File: src/rtl/qnigma_ext_port_pkg.sv
// Shared operand-interface types for the qnigma external port.
package qnigma_ext_port_pkg;

  localparam int POINT_IFC_BITS = 256;
  localparam int WORDS_PER_OPER = POINT_IFC_BITS / 8;

  typedef logic [7:0] wrd_t;
  typedef logic [2:0] ptr_t;

  typedef enum logic [1:0] {
    IDLE,
    FETCH,
    STREAM,
    WAIT
  } ext_rd_fsm_t;

endpackage

File: src/rtl/qnigma_ext_ram.sv
// Operand RAM: one write port, one registered read port, read-first on collision.
module qnigma_ext_ram
  import qnigma_ext_port_pkg::*;
#(
  parameter int WORD_W = 8,
  parameter int ADR_W  = 8,
  parameter int DEPTH  = 256
) (
  input  logic              clk,
  input  logic              wr_en,
  input  logic [ADR_W-1:0]  wr_adr,
  input  logic [WORD_W-1:0] wr_dat,
  input  logic [ADR_W-1:0]  rd_adr,
  output logic [WORD_W-1:0] rd_dat
);

  logic [WORD_W-1:0] mem_q [DEPTH];
  logic [WORD_W-1:0] rd_dat_q;

  // Both updates are non-blocking, so a same-address read sees the old word.
  always_ff @(posedge clk) begin
    if (wr_en) mem_q[wr_adr] <= wr_dat;
    rd_dat_q <= mem_q[rd_adr];
  end

  assign rd_dat = rd_dat_q;

endmodule

File: src/rtl/qnigma_ext_port.sv
// Operand endpoint: byte-serial writes into the operand RAM, framed byte-serial reads out,
// plus a core read port that takes priority over the external read FSM.
// state  | meaning
// IDLE   | no stream; waiting for ext_rd_req
// FETCH  | RAM read of the current word; repeats while the core owns the read port
// STREAM | word presented with ext_rd_val (eof on the last word)
// WAIT   | AUTO=0 hold until ext_rd_nxt
module qnigma_ext_port
  import qnigma_ext_port_pkg::*;
#(
  parameter int WORD_W = 8,
  parameter int WORDS  = WORDS_PER_OPER,
  parameter int SLOTS  = 8,
  parameter bit AUTO   = 1'b1
) (
  input  logic                                   clk,
  input  logic                                   rst,
  input  logic [WORD_W-1:0]                      ext_wr_dat,
  input  logic [$clog2(SLOTS)-1:0]               ext_wr_ptr,
  input  logic                                   ext_wr_val,
  input  logic                                   ext_wr_sof,
  output logic                                   wr_done,
  input  logic                                   ext_rd_req,
  input  logic [$clog2(SLOTS)-1:0]               ext_rd_ptr,
  input  logic                                   ext_rd_nxt,
  output logic [WORD_W-1:0]                      ext_rd_dat,
  output logic                                   ext_rd_val,
  output logic                                   ext_rd_eof,
  output logic                                   rd_busy,
  input  logic                                   core_rd_req,
  input  logic [$clog2(SLOTS)+$clog2(WORDS)-1:0] core_rd_adr,
  output logic [WORD_W-1:0]                      core_rd_dat
);

  localparam int PTR_W = $clog2(SLOTS);
  localparam int IDX_W = $clog2(WORDS);
  localparam int ADR_W = PTR_W + IDX_W;
  localparam logic [IDX_W-1:0] IDX_LAST = IDX_W'(WORDS - 1);

  logic [PTR_W-1:0]  wr_slot_q, wr_slot_d;
  logic [IDX_W-1:0]  wr_cnt_q, wr_cnt_d;
  logic [IDX_W-1:0]  wr_idx;
  logic              wr_done_q, wr_done_d;
  logic              wr_sof;
  logic [ADR_W-1:0]  wr_adr;

  ext_rd_fsm_t       state_q, state_d;
  logic [PTR_W-1:0]  rd_slot_q, rd_slot_d;
  logic [IDX_W-1:0]  rd_idx_q, rd_idx_d;
  logic              core_vld_q, core_vld_d;
  logic              rd_last;
  logic [ADR_W-1:0]  ram_rd_adr;
  logic [WORD_W-1:0] ram_rd_dat;

  // Write side: sof restarts at word 0 of the new slot; the counter wraps after the last word.
  always_comb begin
    wr_sof    = ext_wr_val & ext_wr_sof;
    wr_idx    = wr_sof ? '0 : wr_cnt_q;
    wr_slot_d = wr_sof ? ext_wr_ptr : wr_slot_q;
    wr_adr    = {wr_slot_d, wr_idx};
    wr_cnt_d  = wr_cnt_q;
    if (ext_wr_val) wr_cnt_d = (wr_idx == IDX_LAST) ? '0 : wr_idx + 1'b1;
    wr_done_d = ext_wr_val && (wr_idx == IDX_LAST);
  end

  assign rd_last    = (rd_idx_q == IDX_LAST);
  assign core_vld_d = core_rd_req;

  always_ff @(posedge clk) begin
    if (!rst) begin
      state_q    <= IDLE;
      rd_slot_q  <= '0;
      rd_idx_q   <= '0;
      wr_slot_q  <= '0;
      wr_cnt_q   <= '0;
      wr_done_q  <= 1'b0;
      core_vld_q <= 1'b0;
    end else begin
      state_q    <= state_d;
      rd_slot_q  <= rd_slot_d;
      rd_idx_q   <= rd_idx_d;
      wr_slot_q  <= wr_slot_d;
      wr_cnt_q   <= wr_cnt_d;
      wr_done_q  <= wr_done_d;
      core_vld_q <= core_vld_d;
    end
  end

  always_comb begin
    state_d   = state_q;
    rd_slot_d = rd_slot_q;
    rd_idx_d  = rd_idx_q;
    case (state_q)
      IDLE: begin
        if (ext_rd_req) begin
          state_d   = FETCH;
          rd_slot_d = ext_rd_ptr;
          rd_idx_d  = '0;
        end
      end
      FETCH: begin
        if (!core_rd_req) state_d = STREAM;
      end
      STREAM: begin
        if (rd_last) begin
          state_d  = IDLE;
          rd_idx_d = '0;
        end else if (AUTO || ext_rd_nxt) begin
          state_d  = FETCH;
          rd_idx_d = rd_idx_q + 1'b1;
        end else begin
          state_d = WAIT;
        end
      end
      WAIT: begin
        if (ext_rd_nxt) begin
          state_d  = FETCH;
          rd_idx_d = rd_idx_q + 1'b1;
        end
      end
      default: state_d = IDLE;
    endcase
  end

  // Core owns the shared read port whenever it asks; the FSM's FETCH simply retries.
  assign ram_rd_adr = core_rd_req ? core_rd_adr : {rd_slot_q, rd_idx_q};

  always_comb begin
    ext_rd_val  = (state_q == STREAM);
    ext_rd_eof  = ext_rd_val && rd_last;
    ext_rd_dat  = ext_rd_val ? ram_rd_dat : '0;
    rd_busy     = (state_q != IDLE);
    core_rd_dat = core_vld_q ? ram_rd_dat : '0;
    wr_done     = wr_done_q;
  end

  qnigma_ext_ram #(
    .WORD_W (WORD_W),
    .ADR_W  (ADR_W),
    .DEPTH  (SLOTS * WORDS)
  ) u_ram (
    .clk    (clk),
    .wr_en  (ext_wr_val),
    .wr_adr (wr_adr),
    .wr_dat (ext_wr_dat),
    .rd_adr (ram_rd_adr),
    .rd_dat (ram_rd_dat)
  );

endmodule

File: config.mk
export PLATFORM = sky130hd
export DESIGN_NAME = qnigma_ext_port
export DESIGN_NICKNAME = d
export VERILOG_FILES = /design/src/rtl/qnigma_ext_port_pkg.sv /design/src/rtl/qnigma_ext_ram.sv /design/src/rtl/qnigma_ext_port.sv
export SDC_FILE = /design/constraint.sdc
export NUM_CORES = 2
export LEC_CHECK = 0
export CORE_MARGIN = 1
export CORE_UTILIZATION = 45
export DETAILED_ROUTE_END_ITERATION = 7
export PLACE_DENSITY = 0.6
export SETUP_SLACK_MARGIN = 0.05
export SYNTH_ARGS = -nofsm -noshare
export SYNTH_HDL_FRONTEND = slang
export SYNTH_SLANG_ARGS = --single-unit
File: constraint.sdc
create_clock -name clk -period 3.3 [get_ports clk]
set_input_delay 0.66 -clock clk [delete_from_list [all_inputs] [get_ports clk]]
set_output_delay 0.66 -clock clk [all_outputs]
set_load 0.005 [all_outputs]
==> impl_metrics.tcl <==
set metrics [dict create \
    fin_hold_ws_ps 251 \
    crit_path_max_fanout 21 \
    worst-r2r-setup-slack_ps 30 \
    grt_usage_pct 26.5 \
    fp.dieW_um 428 \
    maxCapViolCount 0 \
    regToRegStartpoint "rd_idx_q[0]" \
    synth.area.top_cells "edfxtp_1 75%, mux2i_1 4.6%, mux4_2 4.1%" \
    via_per_inst 5.91 \
    hold_start "ext_wr_dat[4]" \
    maxSlewViolCount 0 \
    clkSlewWorstSetupHoldPaths_ps 60 \
    power_density_mw_per_mm2 576 \
    synth_common_cells "2,048 x edfxtp_1, 781 x nand2_1, 378 x mux2i_1, 280 x nor2_1, 238 x nand3_1" \
    synth.distinct_cells 59 \
    synthMuxAreaShare_pct 8.78 \
    grt_max_degree 95 \
    max-vdd-ir-drop_uv 753 \
    worstMarginPinSlew_ps 1260 \
    postRouteAntennaNets 0 \
    placed_cells 8130 \
    setup_viol 0 \
    critPathBufInv 4 \
    clkLatencyLatePin_ps 840 \
    routed_wl_um 246000 \
    avgSynthCellArea_sq_um 16.0 \
    num_io_pins 49 \
    initial_core_util_pct 45.3 \
    hold_viol_final 0 \
    ys_seq_elements 2076 \
    synth-compound-area-share_pct 5.80 \
    root_buffer "clkbuf_16" \
    reg2reg_to "u_ram.rd_dat[1]" \
    final_util_pct 55.2 \
    grt_pass1_vias 49300 \
    synth_top_family_by_area "multiplexers" \
    path_cells "mux2_8 -> buf_12 -> buf_12 -> mux4_2 -> a2111oi_2 -> nor3_1 -> buf_4 -> o41ai_2 -> buf_4 -> nand4_1" \
    synth-simple-area-share_pct 7.47 \
    synthCells 5124 \
    cp_data_arrival_time_ps 4000 \
    crit_slowest_cell "o41ai_2" \
    num_rows 156 \
    cts_buffers 208 \
    slew_headroom_pct 15.8 \
    fmax_mhz 306 \
    syn_area_sq_mm 0.0818 \
    drt-initial-drc-count 6381 \
    ys_warn_count 0 \
    antenna_found_initial 8 \
    port_buffers 48 \
    synth_top_area_cell "edfxtp_1" \
    synth_nets 5160 \
    r2r_cells 10 \
    die_y_um 428 \
    clock_path_buffers 3 \
    path_class "reg -> reg" \
    crit_required_ps 4030 \
    fin_nets 6017 \
    synthAdderAreaFrac_pct 0.107 \
    grt.overflow.total 0 \
    num_vias 50400 \
    drcViolationCount 0 \
    worstHoldEndpoint "u_ram.mem_q[93][4]" \
    yosys.cell_count.top_type "edfxtp_1" \
    crit_family "compound AO/OA/AOI/OAI gates" \
    design.core.area_sq_mm 0.181 \
    drt_pass1_iterations 5 \
    critical_path.startpoint_type "flip-flop" \
    multi_input_area_sq_mm 0.0187 \
    finalSetupTns_ps 0 \
    rsz0062_at_grt "true" \
    post_drt_wl_per_cell_um 28.8 \
    die_area_sq_mm 0.183 \
    ys_async_sr_fraction_pct 0 \
    hpwl_um 161000 \
    cts_tree "built" \
    stdcell_count 8527 \
    fillCellCount 14100 \
    period_needed_ps 3270 \
    grt_pass1_wl_um 351000 \
    finalCritPeriodShare_pct 99.1 \
    diodes 0 \
    hold_depth 1 \
    hp-class "in -> reg" \
    skew_ps 27.9 \
    p_leak_uw 0.0338 \
    seq_area_sq_mm 0.0621 \
    ys_seq_area_share_pct 75.9 \
    htree_levels 4 \
    synth_xor_area_share_pct 0.0321 \
    synth_edf_count 2048 \
    cts.sinks 2076 \
    area_growth_pct 22.0 \
    final_layout_size_suffix_gt1_share_pct 24.0 \
    cpPeakStageDelay_ps 570 \
    end_kind "flip-flop" \
    place_congestion 0.909 \
    synthFlopType "edfxtp_1" \
    synth_top_area_share_pct 75.2 \
    outcome "completed" \
]
stage by stage:
stage	power (uW)	worst slack [ps]	cell area (sq um)
floorplan	31700	328	81800
global route	59000	-10.8	99800
global placement	34200	-1520	92400
CTS	57600	61.1	99500
detailed placement	34200	-1470	92400
finish	57500	30.4	99800
registers in the layout (all words and copies together) (netlist names):
signal        count
wr_slot_q         3
rd_idx_q          5
u_ram.mem_q    2048
wr_done           1
wr_cnt_q          5
rd_slot_q         3
core_vld_q        1
u_ram.rd_dat      8
state_q           2
power breakdown:
part	switching (uW)	leakage [uW]	internal (uW)
clock	10100	0.00333	13600
sequential	82.5	0.0186	29000
combinational	2890	0.0119	1860
total	13000	0.0338	44400
worst max path at each step:
stage	start	depth (start not counted)	endpoint	slack, ps
after floorplan	core_rd_req	9	u_ram.rd_dat[2]	330
after global placement	core_rd_adr[0]	10	u_ram.rd_dat[2]	-1520
after detailed placement	core_rd_adr[0]	10	u_ram.rd_dat[2]	-1470
after CTS	rd_idx_q[4]	10	u_ram.rd_dat[0]	60
after global routing	rd_idx_q[0]	10	u_ram.rd_dat[5]	-10
final	rd_idx_q[0]	10	u_ram.rd_dat[1]	30
cell usage in the layout, fill, tap and decap left out, drive strengths merged, types with 8 or more instances in the layout:
master	n
nor3	75
o22ai	116
o21ai	79
inv	21
nand4	31
nand3	238
o32ai	8
clkbuf	258
a31oi	15
o41ai	26
buf	945
mux4	149
bufinv	23
clkdlybuf4s50	37
and2	26
mux2i	378
nor2b	12
a2111oi	70
clkinv	93
a21oi	201
a311oi	70
nor2	280
edfxtp	2048
nand2	781
o221ai	69
dfxtp	28
cells by family (layout without fill, tap and decap cells):
kind of cell,Yosys count,after routing
AO/OA/AOI/OAI,695,695
adder cells (fa/ha/maj),7,7
XOR/XNOR,3,3
flip-flops,2076,2076
multiplexers,530,531
buffers and inverters,351,1383
AND/OR/NAND/NOR,1462,1462
final cells by class:
class	count	share of cell area, %
flip-flops and latches	2076	62.2
clock buffers	256	5.48
repair buffers	986	9.22
well taps	2370	2.97
inverters	11	0.0414
multi-input cells	2698	18.8
clock inverters	130	1.31
routing by layer:
| layer | track usage [%] | vias to the layer above | routed length (um) |
|---|---|---|---|
| met5 | 0 | - | 27 |
| met4 | 11.2 | 4 | 11100 |
| met3 | 4.44 | 435 | 20200 |
| met2 | 42.8 | 2471 | 117000 |
| met1 | 35.6 | 25700 | 96900 |
| li1 | - | 21700 | - |
what timing repair did:
item                                    in CTS  in global routing
gates resized for setup                     28                 48
hold buffers                                 0                  0
endpoints found under the setup margin       8                  8
setup buffers                                2                  8
gates cloned                                 1                  0
pin swaps                                    0                 11
Power figures use the tool's default switching activity.
